## src/rtl/yuv_conv_arbiter.sv

```systemverilog
// ---------------------------------------------------------------------------
// yuv_conv_arbiter
//
// Shares one YUV444-to-RGB converter pipeline between N_SRC video streams.
// Ingress: a packet-level round-robin arbiter passes the granted source's
// beats straight through to the converter input. Once a packet's last beat
// is accepted there is one dead (IDLE) cycle before the next packet starts.
// Egress: the converter does not carry a destination id. An order FIFO
// remembers the source id of each granted packet, and the head of that FIFO
// steers converted beats back to the matching sink.
//
// Ports
//   aclk, areset        clock, synchronous active-high reset
//   s_data/valid/last   per-source input streams (source i at slice i)
//   s_ready             per-source accept
//   cv_in_*             stream into the shared converter
//   cv_out_*            stream out of the shared converter
//   m_data/valid/last   per-sink output streams (data broadcast to all sinks)
//   m_ready             per-sink accept
//   inflight            packets granted but not yet fully delivered
// ---------------------------------------------------------------------------
module yuv_conv_arbiter #(
  parameter int N_SRC       = 4,
  parameter int DATA_WIDTH  = 64,
  parameter int ORDER_DEPTH = 4
) (
  input  logic                               aclk,
  input  logic                               areset,
  input  logic [N_SRC*DATA_WIDTH-1:0]        s_data,
  input  logic [N_SRC-1:0]                   s_valid,
  input  logic [N_SRC-1:0]                   s_last,
  output logic [N_SRC-1:0]                   s_ready,
  output logic [DATA_WIDTH-1:0]              cv_in_data,
  output logic                               cv_in_valid,
  output logic                               cv_in_last,
  input  logic                               cv_in_ready,
  input  logic [DATA_WIDTH-1:0]              cv_out_data,
  input  logic                               cv_out_valid,
  input  logic                               cv_out_last,
  output logic                               cv_out_ready,
  output logic [N_SRC*DATA_WIDTH-1:0]        m_data,
  output logic [N_SRC-1:0]                   m_valid,
  output logic [N_SRC-1:0]                   m_last,
  input  logic [N_SRC-1:0]                   m_ready,
  output logic [$clog2(ORDER_DEPTH+1)-1:0]   inflight
);

  localparam int SW = $clog2(N_SRC);
  localparam int PW = $clog2(ORDER_DEPTH);
  localparam int CW = $clog2(ORDER_DEPTH + 1);
  localparam logic [CW-1:0] DEPTH_C = CW'(ORDER_DEPTH);
  localparam logic [SW-1:0] LAST_SRC = SW'(N_SRC - 1);

  typedef enum logic {
    ST_IDLE  = 1'b0,
    ST_GRANT = 1'b1
  } state_t;

  state_t          r_state;
  logic [SW-1:0]   r_grant;
  logic [SW-1:0]   r_lastGrant;

  logic [SW-1:0]   r_order [ORDER_DEPTH];
  logic [PW-1:0]   r_wrPtr;
  logic [PW-1:0]   r_rdPtr;
  logic [CW-1:0]   r_count;

  logic [DATA_WIDTH-1:0] w_srcData [N_SRC];
  logic            w_pickFound;
  logic [SW-1:0]   w_pick;
  logic            w_full;
  logic            w_empty;
  logic            w_push;
  logic            w_pop;
  logic            w_inLastXfer;
  logic [SW-1:0]   w_head;

  // Source index k positions after base, wrapping modulo N_SRC.
  function automatic logic [SW-1:0] wrapIdx(input logic [SW-1:0] base, input int k);
    return SW'((int'(base) + k) % N_SRC);
  endfunction

  // Unpack the flat source bus so the grant can index it directly.
  for (genvar gi = 0; gi < N_SRC; gi++) begin : g_unpack
    assign w_srcData[gi] = s_data[gi*DATA_WIDTH +: DATA_WIDTH];
  end

  // Round-robin pick: scan from the source after the last winner, with wrap,
  // so last_grant itself is considered only after everyone else.
  always_comb begin
    w_pickFound = 1'b0;
    w_pick      = '0;
    for (int k = 1; k <= N_SRC; k++) begin
      if (!w_pickFound && s_valid[wrapIdx(r_lastGrant, k)]) begin
        w_pickFound = 1'b1;
        w_pick      = wrapIdx(r_lastGrant, k);
      end
    end
  end

  // Full uses registered occupancy only, so a pop in the same cycle cannot
  // open room for a grant until the following cycle.
  assign w_full  = (r_count == DEPTH_C);
  assign w_empty = (r_count == '0);
  assign w_push  = (r_state == ST_IDLE) && w_pickFound && !w_full;

  // Ingress pass-through: the granted source talks straight to the converter.
  always_comb begin
    s_ready     = '0;
    cv_in_data  = '0;
    cv_in_valid = 1'b0;
    cv_in_last  = 1'b0;
    if (r_state == ST_GRANT) begin
      cv_in_data       = w_srcData[r_grant];
      cv_in_valid      = s_valid[r_grant];
      cv_in_last       = s_last[r_grant];
      s_ready[r_grant] = cv_in_ready;
    end
  end

  assign w_inLastXfer = (r_state == ST_GRANT) && s_valid[r_grant] &&
                        cv_in_ready && s_last[r_grant];

  // Ingress FSM. The grant is held until the granted packet's last beat is
  // accepted, even if the source idles mid-packet, so packets never interleave.
  always_ff @(posedge aclk) begin
    if (areset) begin
      r_state     <= ST_IDLE;
      r_grant     <= '0;
      r_lastGrant <= LAST_SRC;
    end else begin
      unique case (r_state)
        ST_IDLE: begin
          if (w_push) begin
            r_grant <= w_pick;
            r_state <= ST_GRANT;
          end
        end
        ST_GRANT: begin
          if (w_inLastXfer) begin
            r_lastGrant <= r_grant;
            r_state     <= ST_IDLE;
          end
        end
        default: r_state <= ST_IDLE;
      endcase
    end
  end

  // Order FIFO storage; entries beyond the pointers are never read.
  always_ff @(posedge aclk) begin
    if (w_push) begin
      r_order[r_wrPtr] <= w_pick;
    end
  end

  // Order FIFO pointers and occupancy. Depth is a power of two so the
  // pointers wrap naturally.
  always_ff @(posedge aclk) begin
    if (areset) begin
      r_wrPtr <= '0;
      r_rdPtr <= '0;
      r_count <= '0;
    end else begin
      if (w_push) begin
        r_wrPtr <= r_wrPtr + 1'b1;
      end
      if (w_pop) begin
        r_rdPtr <= r_rdPtr + 1'b1;
      end
      case ({w_push, w_pop})
        2'b10:   r_count <= r_count + 1'b1;
        2'b01:   r_count <= r_count - 1'b1;
        default: r_count <= r_count;
      endcase
    end
  end

  assign w_head = r_order[r_rdPtr];

  // Egress steering: only the sink at the FIFO head sees the converter, and
  // its ready is the converter's ready, preserving packet order.
  always_comb begin
    m_valid      = '0;
    m_last       = '0;
    cv_out_ready = 1'b0;
    if (!w_empty) begin
      m_valid[w_head] = cv_out_valid;
      m_last[w_head]  = cv_out_last;
      cv_out_ready    = m_ready[w_head];
    end
  end

  assign w_pop    = !w_empty && cv_out_valid && cv_out_ready && cv_out_last;
  assign m_data   = {N_SRC{cv_out_data}};
  assign inflight = r_count;

  // The converter can only emit data for packets we granted.
  a_noOrphanOutput : assert property (
    @(posedge aclk) disable iff (areset) !(cv_out_valid && w_empty)
  ) else $error("cv_out_valid asserted with no packet in flight");

  a_countBound : assert property (
    @(posedge aclk) disable iff (areset) (r_count <= DEPTH_C)
  ) else $error("order FIFO occupancy out of range");

endmodule

```

## config.mk

```make
export PLATFORM = sky130hd
export DESIGN_NAME = yuv_conv_arbiter
export DESIGN_NICKNAME = d
export VERILOG_FILES = /design/src/rtl/yuv_conv_arbiter.sv
export SDC_FILE = /design/constraint.sdc
export NUM_CORES = 1
export LEC_CHECK = 0
export ABC_AREA = 1
export BUFFER_PORTS_ARGS = -buffer_cell sky130_fd_sc_hd__buf_2
export CAP_MARGIN = 20
export CORE_AREA = 2 2 261 263
export CTS_BUF_LIST = sky130_fd_sc_hd__clkbuf_4 sky130_fd_sc_hd__clkbuf_8
export DETAILED_ROUTE_END_ITERATION = 10
export DIE_AREA = 0 0 263 265
export PLACE_DENSITY_LB_ADDON = 0.05
export SYNTH_ARGS = -nofsm -noshare
export SYNTH_HDL_FRONTEND = slang
export SYNTH_SLANG_ARGS = --single-unit
```

## constraint.sdc

```tcl
create_clock -name aclk -period 2.55 [get_ports aclk]
set_input_delay 0.3825 -clock aclk [delete_from_list [all_inputs] [get_ports aclk]]
set_output_delay 0.3825 -clock aclk [all_outputs]
set_load 0.02 [all_outputs]
```

==> results.yml <==
place:
  placed_area_um2: 6080
  dp_hpwl_um: 27700
  place_ws_ps: -58.3
  port_buffers: 354
  gp_congestion: 0.728
finish:
  fin_area_um2: 6290
  nFillCells: 7947
  nets: 1167
  layout_commonest_cell: "buf_2"
  drive_gt1_share_pct: 53.3
  syn2layout_area_growth_pct: 29.6
  final_cell_mix: "354 x buf_2, 129 x a22oi_1, 73 x a21oi_1"
  multi_input_area_um2: 2140
  postLayoutCoreUtil_pct: 9.42
  regArea_um2: 531
worst_setup_path:
  startpoint: "r_grant[0]$_SDFFE_PP0P_"
  endpoint: "cv_in_data[60]"
  timing.rr.end: "inflight[2]$_SDFFE_PP0P_"
  endpoint_kind: "output pin"
  path_max_fanout: 15
  r2r_slack_ps: 200
  cp-start-kind: "flip-flop"
  crit_arrival_ps: 1970
  crit_type: "reg -> out"
  critPathRequiredTime_ps: 2170
  reg2regPathDepth: 16
floorplan:
  io_pins: 675
  die_area_um2: 69700
  fp.dieH_um: 265
  core-area_um2: 66800
  rows: 95
  initial_utilization_pct: 7.27
  die_w_um: 263
sta:
  fin_skew_ps: 8.38
  maxSlewViolCount: 0
  finalCriticalPeriod_ps: 2350
  worst_slack_ps: 197
  finalHoldViolations: 0
  final.setup.tns_ps: 0
  setup_viol: 0
  tightest_slew_ps: 530
  finalCritPeriodShare_pct: 92.3
  fmax_ghz: 0.425
  maxSlewHeadroom_pct: 64.7
clocking:
  cts.clk_slew.worst_paths_ps: 100
  cts.path.max_buffers: 2
  clock_latency_ps: 280
  root_buffer: "clkbuf_8"
  cts_buffers: 3
  htreeDepth: 1
  clock-sinks: 22
  holdBufCountCts: 0
  cts_tree: "yes"
drt:
  via_per_inst: 3.03
  first_iter_violations: 208
  first_pass_iters: 5
  drc: 0
  antenna_left: 0
  num_vias: 5150
  wirelength_um: 33100
  wl_per_cell_um: 19.5
global_routing:
  grtUsageMet3_pct: 2.85
  grt_pass1_wl_um: 43400
  use_met1_pct: 10.1
  grt_util_all_layers_pct: 8.69
  grt-busiest-layer: "met2"
  antenna_found_initial: 16
  grt_max_degree: 67
  grt_pass1_vias: 5457
  overflow: 0
  use_met2_pct: 15.6
yosys:
  synth_edf_count: 8
  yosysUniqueCellTypes: 32
  syn_nets: 1054
  syn_inst: 711
  avgSynthCellArea_um2: 6.83
  ys_seq_area_share_pct: 10.7
  synth_seq_cells: 22
  syn-cell-area_um2: 4860
  async_flop_share_pct: 0
  ys_warn_count: 0
  synth-main-ff-cell: "dfxtp_1"
power_and_ir_drop:
  clkPwrFrac_pct: 6.1
  power_switching_mw: 2.41
  power.density_nw_per_um2: 679
  irDropWorstVdd_mv: 0.166
  power_frac_comb_pct: 81.2
  p_sw_share_pct: 56.3
  p_int_mw: 1.87
  leakagePower_nw: 2.89
  power_frac_seq_pct: 12.7
run:
  maxCapViolations: 0
worst_hold_path:
  worstHoldPathType: "in -> reg"
run_status:
  outcome: "finished, final reports clean"
==> logic make-up after synthesis <==
family                   after synthesis  synth area share (%)
adder cells (fa/ha/maj)                6                  1.70
AND/OR/NAND/NOR                      119                  10.7
XOR/XNOR                               1                 0.180
buffers and inverters                340                  46.6
flip-flops                            22                  10.7
AO/OA/AOI/OAI                        223                  30.1
==> worst min-delay path by stage <==
stage                               endpoint  depth (start not counted)                startpoint
floorplan                          flip-flop                          2   r_rdPtr[0]$_SDFFE_PP0P_
global placement    inflight[0]$_SDFFE_PP0P_                          1  inflight[0]$_SDFFE_PP0P_
detailed placement   r_rdPtr[0]$_SDFFE_PP0P_                          2   r_rdPtr[0]$_SDFFE_PP0P_
CTS                  r_wrPtr[0]$_SDFFE_PP0P_                          2                    areset
global route         r_wrPtr[0]$_SDFFE_PP0P_                          2                    areset
finish               r_wrPtr[0]$_SDFFE_PP0P_                          2                    areset
==> per-layer routing <==
metal	wire length, um	part of all wire [%]
met1	13200	40
met2	16800	51
met3	2590	7.8
met4	436	1.3
met5	69	0.21
==> Yosys cell counts (2+ instances only) <==
cell	instances	area, um^2
a21oi_1	74	370
a21oi_2	2	17.5
a22oi_1	129	968
a31oi_1	2	12.5
buf_1	12	45.0
buf_2	5	25.0
buf_4	257	1930
buf_6	2	22.5
clkbuf_1	19	71.3
dfxtp_1	14	280
edfxtp_1	8	240
ha_1	5	62.6
inv_1	44	165
nand2_1	58	218
nand3_1	19	95.1
nand3_2	2	20.0
nand4_1	2	12.5
nor2_1	28	105
nor2_2	2	12.5
nor3_1	3	15.0
o21ai_0	10	50.1
o21ai_1	2	10.0
o21ai_2	3	26.3
==> area by class of cell <==
class,instances,share of cell area [%]
Inverter,45,2.72
Antenna cell,5,0.199
Sequential cell,22,8.43
Tap cell,873,17.4
Multi-Input combinational cell,349,34.0
Clock buffer,4,0.776
Timing Repair Buffer,403,36.5
==> timing repair <==
item	4_1_cts	5_1_grt
endpoints found under the setup margin	4	21
pin swaps	0	4
gates resized for setup	6	16
buffers inserted	0	3
gates cloned	0	2
==> through the flow <==
step | hold WS, ps | total power [mW] | instances
2_1_floorplan | 444 | 2.84 | 711
3_3_place_gp | 474 | 4.01 | 1687
3_5_place_dp | 471 | 3.94 | 1687
4_1_cts | 382 | 4.25 | 1691
5_1_grt | 361 | 4.67 | 1698
6_report | 371 | 4.27 | 1701
==> state kept, by name, indices dropped and copies added (netlist names), named ones only <==
signal and cells:
inflight 3, r_lastGrant 2, r_state 1, r_wrPtr 2, r_rdPtr 2, r_order 8, r_grant 2
==> power groups by stage <==
stage	combinational (mW)	clock (mW)	sequential [mW]
3_3_place_gp	3.45	0	0.558
6_report	3.47	0.259	0.543
5_1_grt	3.80	0.299	0.563
3_5_place_dp	3.39	0	0.553
4_1_cts	3.41	0.287	0.548
2_1_floorplan	2.31	0	0.530
==> worst max-delay path, stage by stage, from the launching register on <==
cell and delay (ps):
dfxtp_2 380, buf_4 170, nor2_4 110, buf_12 180
buf_8 190, a22oi_1 120, a21oi_2 220, buf_4 140
buf_2 160
(Power assumes the default switching activity.)
